File: src/rtl/record_play_sequencer_pkg.sv
// Shared types and default sizing for the record/play sequencer.
package record_play_sequencer_pkg;

    localparam int ADDR_W_DEF = 6;
    localparam int DATA_W_DEF = 32;
    localparam int DEPTH      = 2 ** ADDR_W_DEF;

    typedef enum logic [2:0] {
        ST_IDLE    = 3'd0,
        ST_ARM_REC = 3'd1,
        ST_RECORD  = 3'd2,
        ST_PLAY    = 3'd3,
        ST_DONE    = 3'd4
    } state_t;

endpackage

File: src/rtl/record_play_sequencer_key_release_det.sv
// Key release detector: one-cycle pulse in the cycle a held key is let go.
module key_release_det
    import record_play_sequencer_pkg::*;
(
    input  logic clk,
    input  logic resetn,
    input  logic key,
    output logic release_pulse
);

    logic key_prev_reg;

    always_ff @(posedge clk or negedge resetn) begin
        if (!resetn) begin
            key_prev_reg <= 1'b0;
        end else begin
            key_prev_reg <= key;
        end
    end

    assign release_pulse = key_prev_reg & ~key;

endmodule

File: src/rtl/record_play_sequencer.sv
// Record/play note sequencer driving an external synchronous note RAM.
// Define PLAY_LOOP_EN to make playback wrap to address 0 instead of stopping.
module record_play_sequencer
    import record_play_sequencer_pkg::*;
#(
    parameter int ADDR_W = ADDR_W_DEF,
    parameter int DATA_W = DATA_W_DEF
) (
    input  logic              clk,
    input  logic              resetn,
    input  logic              select,
    input  logic              back,
    input  logic              mode_play,
    input  logic              tick,
    input  logic [DATA_W-1:0] note_in,
    output logic [ADDR_W-1:0] ram_addr,
    output logic [DATA_W-1:0] ram_wdata,
    output logic              ram_wren,
    input  logic [DATA_W-1:0] ram_rdata,
    output logic [DATA_W-1:0] note_out,
    output logic              note_valid,
    output logic [ADDR_W:0]   rec_len,
    output logic [2:0]        state
);

    localparam logic [ADDR_W-1:0] LAST_ADDR = {ADDR_W{1'b1}};

    logic              sel_rel;
    logic              back_rel;
    state_t            state_reg;
    logic [ADDR_W-1:0] addr_reg;
    logic [ADDR_W:0]   rec_len_reg;
    logic              rd_pending_reg;
    logic [DATA_W-1:0] note_out_reg;
    logic              note_valid_reg;

    logic              rec_tick;
    logic              play_tick;
    logic              last_play;
    logic [ADDR_W-1:0] addr_inc;
    logic [ADDR_W:0]   addr_plus_one;

    key_release_det u_sel_det (
        .clk          (clk),
        .resetn       (resetn),
        .key          (select),
        .release_pulse(sel_rel)
    );

    key_release_det u_back_det (
        .clk          (clk),
        .resetn       (resetn),
        .key          (back),
        .release_pulse(back_rel)
    );

    assign rec_tick      = (state_reg == ST_RECORD) && tick;
    assign play_tick     = (state_reg == ST_PLAY) && tick;
    assign addr_inc      = addr_reg + ADDR_W'(1);
    assign addr_plus_one = {1'b0, addr_reg} + (ADDR_W+1)'(1);
    assign last_play     = (addr_plus_one == rec_len_reg);

    always_ff @(posedge clk or negedge resetn) begin
        if (!resetn) begin
            state_reg      <= ST_IDLE;
            addr_reg       <= '0;
            rec_len_reg    <= '0;
            rd_pending_reg <= 1'b0;
            note_out_reg   <= '0;
            note_valid_reg <= 1'b0;
        end else begin
            // Read pipeline runs independently of state so an in-flight read always lands.
            rd_pending_reg <= play_tick;
            note_valid_reg <= rd_pending_reg;
            if (rd_pending_reg) begin
                note_out_reg <= ram_rdata;
            end

            case (state_reg)
                ST_IDLE: begin
                    if (sel_rel && !back_rel) begin
                        if (!mode_play) begin
                            state_reg <= ST_ARM_REC;
                            addr_reg  <= '0;
                        end else if (rec_len_reg != '0) begin
                            state_reg <= ST_PLAY;
                            addr_reg  <= '0;
                        end
                    end
                end
                ST_ARM_REC: begin
                    if (back_rel) begin
                        state_reg <= ST_IDLE;
                    end else if (sel_rel) begin
                        state_reg <= ST_RECORD;
                    end
                end
                ST_RECORD: begin
                    if (tick) begin
                        rec_len_reg <= addr_plus_one;
                        if (addr_reg == LAST_ADDR) begin
                            state_reg <= ST_DONE;
                        end else begin
                            addr_reg <= addr_inc;
                        end
                    end
                    // Key transitions override the tick's state change; back discards the take.
                    if (back_rel) begin
                        state_reg   <= ST_IDLE;
                        rec_len_reg <= '0;
                    end else if (sel_rel) begin
                        state_reg <= ST_DONE;
                    end
                end
                ST_PLAY: begin
                    if (tick) begin
                        if (last_play) begin
`ifdef PLAY_LOOP_EN
                            addr_reg <= '0;
`else
                            state_reg <= ST_DONE;
`endif
                        end else begin
                            addr_reg <= addr_inc;
                        end
                    end
                    if (sel_rel || back_rel) begin
                        state_reg <= ST_IDLE;
                    end
                end
                ST_DONE: begin
                    if (sel_rel || back_rel) begin
                        state_reg <= ST_IDLE;
                    end
                end
                default: begin
                    state_reg <= ST_IDLE;
                end
            endcase
        end
    end

    assign ram_addr   = addr_reg;
    assign ram_wdata  = note_in;
    assign ram_wren   = rec_tick;
    assign note_out   = note_out_reg;
    assign note_valid = note_valid_reg;
    assign rec_len    = rec_len_reg;
    assign state      = state_reg;

endmodule

File: config.mk
export PLATFORM = sky130hd
export DESIGN_NAME = record_play_sequencer
export DESIGN_NICKNAME = d
export VERILOG_FILES = /design/src/rtl/record_play_sequencer_pkg.sv /design/src/rtl/record_play_sequencer_key_release_det.sv /design/src/rtl/record_play_sequencer.sv
export SDC_FILE = /design/constraint.sdc
export NUM_CORES = 1
export LEC_CHECK = 0
export ABC_AREA = 1
export CAP_MARGIN = 10
export CORE_MARGIN = 2
export CORE_UTILIZATION = 35
export CTS_CLUSTER_SIZE = 25
export DETAILED_ROUTE_END_ITERATION = 10
export HOLD_SLACK_MARGIN = 0.05
export PLACE_DENSITY = 0.79
export RECOVER_POWER = 50
export SLEW_MARGIN = 20
export SYNTH_ARGS = -nofsm -noshare
export SYNTH_HDL_FRONTEND = slang
export SYNTH_SLANG_ARGS = --single-unit
File: constraint.sdc
create_clock -name clk -period 1.76 [get_ports clk]
set_input_delay 0.352 -clock clk [delete_from_list [all_inputs] [get_ports clk]]
set_output_delay 0.352 -clock clk [all_outputs]
set_load 0.005 [all_outputs]
; Word level (Yosys, flattened, before mapping)
; Cells that the tools add are included.
[word_totals]
regBits = 52
latchBits = 0
mem_bits_rw = 0
romBits = 0
output_inout_bits = 82
n_memories = 0
[op_classes]
addsub = 2
n_mul = 0
div = 0
magnitude_cmp = 0
n_eq_ne = 18
n_shift = 0
n_mux = 24
n_bitwise = 4
n_reduce_logical = 12
[ops]
columns = operator, n
row1 = $mux 6, 7
row2 = $mux 3, 13
row3 = $pmux 6 s3, 1
row4 = $pmux 3 s5, 1
row5 = $mux 7, 2
row6 = $ne 2x2->1 const B, 6
row7 = $reduce_and 8->1, 1
row8 = $add 6x1->7 const B, 1
row9 = $eq 7x7->1, 1
row10 = $reduce_and 7->1, 1
row11 = $reduce_bool 7->1, 1
row12 = $add 6x1->6 const B, 1
row13 = $eq 3x2->1 const B, 2
row14 = $eq 6x6->1 const B, 1
row15 = $ne 3x2->1 const B, 2
row16 = $ne 3x3->1 const B, 2
row17 = $ne 4x3->1 const B, 1
row18 = $ne 4x4->1 const B, 1
row19 = $eq 3x1->1 const B, 1
row20 = $eq 3x3->1 const B, 1
row21 = $logic_and 1x1->1, 3
row22 = $logic_not 3->1, 1
row23 = $reduce_bool 3->1, 1
row24 = $and 1x1->1, 2
row25 = other kinds (5), 6

; Longest topological paths before layout
[depth]
ltp_word = 6
mapped_depth = 14
depth_no_buf = 14

; Cells and area by module
; From an unflattened synthesis, not the netlist that was laid out.
[unflattened]
hier_cells = 267
area_unflattened_um2 = 2692.6
[modules_own_cells]
columns = mod, n_inst, cells_each, area_per_inst_um2
row1 = record_play_sequencer, 1, 261, 2622.5
row2 = key_release_det, 2, 3, 35.0

; Worst setup path before layout
; No wires, ideal clock.
[synth_path]
path_type = register -> register
startpoint = register addr_reg[0], in the netlist ram_addr[0]
endpoint = register state_reg[1], in the netlist state[1]
t_arrival_ns = 1.567
required_time_ns = 1.643
setup_slack_ns = 0.076
path_stages_with_launch = 14
period_less_slack_ns = 1.684
path_cell_list = dfrtp_1 -> ha_1 -> nand2_1 -> inv_2 -> nand2_1 -> nand2_1 -> nand2_1 -> nand3_2 -> nor2_4 -> nand2_1 -> nand2_2 -> nand2_2 -> nand2_1 -> nand2_1
[synth_between]
elab_chain_len = 4
word_cells_on_any_way = 6
classes_between = add/sub (1) / eq/ne (4) / reduce/logical (1)
[synth_lines]
columns = item, line_no
row1 = from (decl), record_play_sequencer.sv:31  ; logic [ADDR_W-1:0] addr_reg;
row2 = from (signal assigned), record_play_sequencer.sv:104  ; addr_reg <= addr_inc;
row3 = from (signal assigned), record_play_sequencer.sv:124  ; addr_reg <= addr_inc;
row4 = $add 6x1->7, record_play_sequencer.sv:60  ; assign addr_plus_one = {1'b0, addr_reg} + (ADDR_W+1)'(1);
row5 = $eq 7x7->1, record_play_sequencer.sv:61  ; assign last_play = (addr_plus_one == rec_len_reg);
row6 = $ne 3x2->1 (no line), --
row7 = $reduce_and 8->1 (no line) (*), --
row8 = to (signal assigned), record_play_sequencer.sv:65  ; state_reg <= ST_IDLE;
row9 = to (signal assigned), record_play_sequencer.sv:83  ; state_reg <= ST_ARM_REC;
row10 = to (signal assigned), record_play_sequencer.sv:86  ; state_reg <= ST_PLAY;
row11 = to (decl), record_play_sequencer.sv:30  ; state_t state_reg;
; Mark *: on every way between the ends. The rest lies on a longest branch, timed or not.
; A chain may end at the register's enable or synchronous reset.

; Worst setup path in the final report
[layout_path]
startpoint = register addr_reg[0], in the netlist ram_addr[0]
endpoint = output ram_addr[0]
[layout_rtl]
columns = item, line_no
row1 = to (decl), record_play_sequencer.sv:16  ; output logic [ADDR_W-1:0] ram_addr,
; No word-level cell between the ends.

==> out/results.ini <==
[status]
outcome=finished, final reports clean

[worst_setup_path]
cp.required_ns=1.41
crit_path_end_kind=primary output
crit_family=buffers and inverters
arrival_ns=1.38
crit_path_max_fanout=7
cp_slowest_cell=clkdlybuf4s50_1
crit_type=reg -> out
worst-path-buf-inv=2
cp-start-kind=flop
crit_chain=buf_6 > clkdlybuf4s50_1
critPathMaxStageDelay_ns=0.52

[clock_tree]
cts_tree=yes
cts.reportedPaths.clkPinSlew_ns=0.09
cts.sinks=52
insertion_delay_ns=0.30
cts.path.max_buffers=2
cts_buffers=5
clock-root-buffer=clkbuf_8
h-tree-depth=2

[synthesis]
synth_top_family_by_area=simple AND/OR/NAND/NOR gates
synth.avg_cell_area_um2=9.977
synth_cells=267
synth_compound_area_share_pct=3.852
synthSimpleGateAreaFrac_pct=19.92
synth_fa_ha_area_share_pct=0.4697
synth-xor-area-share_pct=0
synthMuxAreaShare_pct=13.53
synth_fp_nets=338
yosysSeqAreaShare_pct=48.85
syn_area_um2=2664
yosys_register_bits=52
ys_types=28
synth-warning-count=0

[placed_design]
gp_congestion=0.9460
hpwl_mm=4.549
dp.cells=431
port_buffers=87
place_area_um2=3512

[floorplanning]
die_w_um=91.24
ioPinCount=152
core_um2=7331
dieArea_um2=8325
initial_utilization_pct=36.34
row_count=31
die_h_um=91.24

[timing]
setup_viol=0
worst_slew_pin_slew_ns=0.8234
timing.fmax_ghz=0.5769
hold_violations=0
fin_crit_sh_pct=98.49
fin_worst_skew_ns=0.009741
max-slew-margin-rel_pct=45.11
maxSlewViolCount=0
rsz0062_at_grt=yes
period_needed_ns=1.733

[grt]
grt_pass1_vias=2145
grt.overflow.total=0
antenna_found_initial=0
grt_max_degree=34
grt_usage_pct=14.72
grt_pass1_wl_mm=9.977

[layout]
final_area_um2=3710
fin_nets=413
diodes=0
areaGrowthSynthToFinish_pct=39.27
final_cell_mix=82 x clkdlybuf4s50_1, 50 x dfrtp_1, 34 x nand2_1
final_common_cell=clkdlybuf4s50_1
drive_gt1_share_pct=28.86
stdcell_count=442
largest_register_ffs=32

[pwr]
leakage_nw=1.632
peakVddDrop_mv=0.8020
powerDensity_nw_per_um2=1444

[flow_run]
drv_cap=0

[route]
post_drt_wl_per_cell_um=13.71
drt_drc_violations_left=0
drtIter0Drc=97
antenna_left=0
vias=2117
drtPass1Iterations=4
wirelength_mm=6.060
avgViaCountPerCell=4.790

[worst_hold_path]
hold_class=reg -> reg

==> worst paths after layout <==
path	slack, ns	depth (start not counted)	to	start
worst max-delay path	0.03	2	ram_addr[0]	ram_addr[0]
worst min-delay path	0.50	1	note_out[4]	note_out[4]
worst max register to register	0.06	12	ram_addr[4]	ram_addr[0]
worst min register to register	0.50	1	note_out[4]	note_out[4]
max in group asynchronous	0.29	3	note_out[8]	resetn
min in group asynchronous	0.57	2	note_out[23]	resetn
==> where the power goes <==
part           internal (mW)  total, mW  switching (mW)
sequential              1.65       1.89           0.246
combinational           1.55       2.64            1.09
clock                  0.430      0.822           0.392
total                   3.63       5.36            1.73
==> metal layers <==
layer | GRT usage, % | vias to the layer above | part of all wire, %
met5 | 0 | - | 0
met4 | 5.934 | 0 | 2.4
met3 | 3.320 | 27 | 5.7
met2 | 24.81 | 91 | 49
met1 | 18.24 | 999 | 43
li1 | - | 1000 | -
==> through the flow <==
step                      hold WS [ns]  utilization (%)  setup WS [ns]  power (mW)  setup TNS [ns]
final                           0.4950            50.61        0.02666       5.357               0
after floorplan                0.05641                -        0.07574       3.121               0
after global routing            0.5262            50.61       -0.05788       5.732         -0.3444
after global placement          0.3688            47.91       -0.09612       4.380        -0.09612
after detailed placement        0.3800            47.91        -0.1027       4.458         -0.1279
after CTS                       0.4955            49.58        0.02085       5.302               0
==> what timing repair did <==
action,CTS,global route
gates cloned,0,0
hold buffers,1,0
setup buffers,0,2
resized for setup,2,28
pin swaps,0,14
setup endpoints to repair,1,11
endpoints found under the hold margin,17,0
==> area by class of cell <==
| class | count | area [um^2] |
|---|---|---|
| clock buffers | 6 | 72.57 |
| clock inverters | 2 | 38.79 |
| fillers | 654 | 3621 |
| inverters | 26 | 97.59 |
| multi-input cells | 153 | 1075 |
| flip-flops and latches | 52 | 1304 |
| well taps | 99 | 123.9 |
| repair buffers | 104 | 998.5 |
==> logic make-up (layout without fill, tap and decap cells) <==
| kind of cell | Yosys count | in the layout |
|---|---|---|
| compound gates | 17 | 17 |
| fa+ha+maj | 1 | 1 |
| buf+inv | 62 | 138 |
| flops | 52 | 52 |
| mux | 32 | 32 |
| simple gates | 103 | 103 |
==> worst register-to-register path, cell delays in order (launching register included) <==
cell	delay (ns)
dfrtp_1	0.43
ha_4	0.20
nand2_4	0.08
nand2_2	0.07
nand2_1	0.06
nand2_1	0.06
nor2_2	0.14
nand2_2	0.08
nor2_4	0.13
nand3_4	0.13
nand2_4	0.14
nand2_2	0.06
nand2_2	0.07
==> synthesized netlist by cell type <==
library cell,n,share of area (%)
mux2_1,3,1.3
nor3_1,1,0.19
o21ai_0,4,0.75
nand2_1,45,6.3
nand2_4,1,0.42
o22ai_1,8,1.9
clkbuf_1,1,0.14
nand2_2,7,1.6
nand4_1,4,0.94
inv_2,4,0.56
nor2_4,4,1.7
nand3_2,3,1.1
mux2_2,29,12
nor2_2,1,0.24
or2_2,1,0.24
nor3_4,1,0.61
nand3_4,1,0.66
nor2_1,12,1.7
inv_1,22,3.1
a21oi_1,2,0.38
o21bai_1,1,0.28
a21oi_2,1,0.33
dfrtp_1,52,49
nand3_1,22,4.1
buf_2,3,0.56
a31oi_1,1,0.24
ha_1,1,0.47
buf_4,32,9.0
Note: power is estimated with default switching activity, not from simulation.
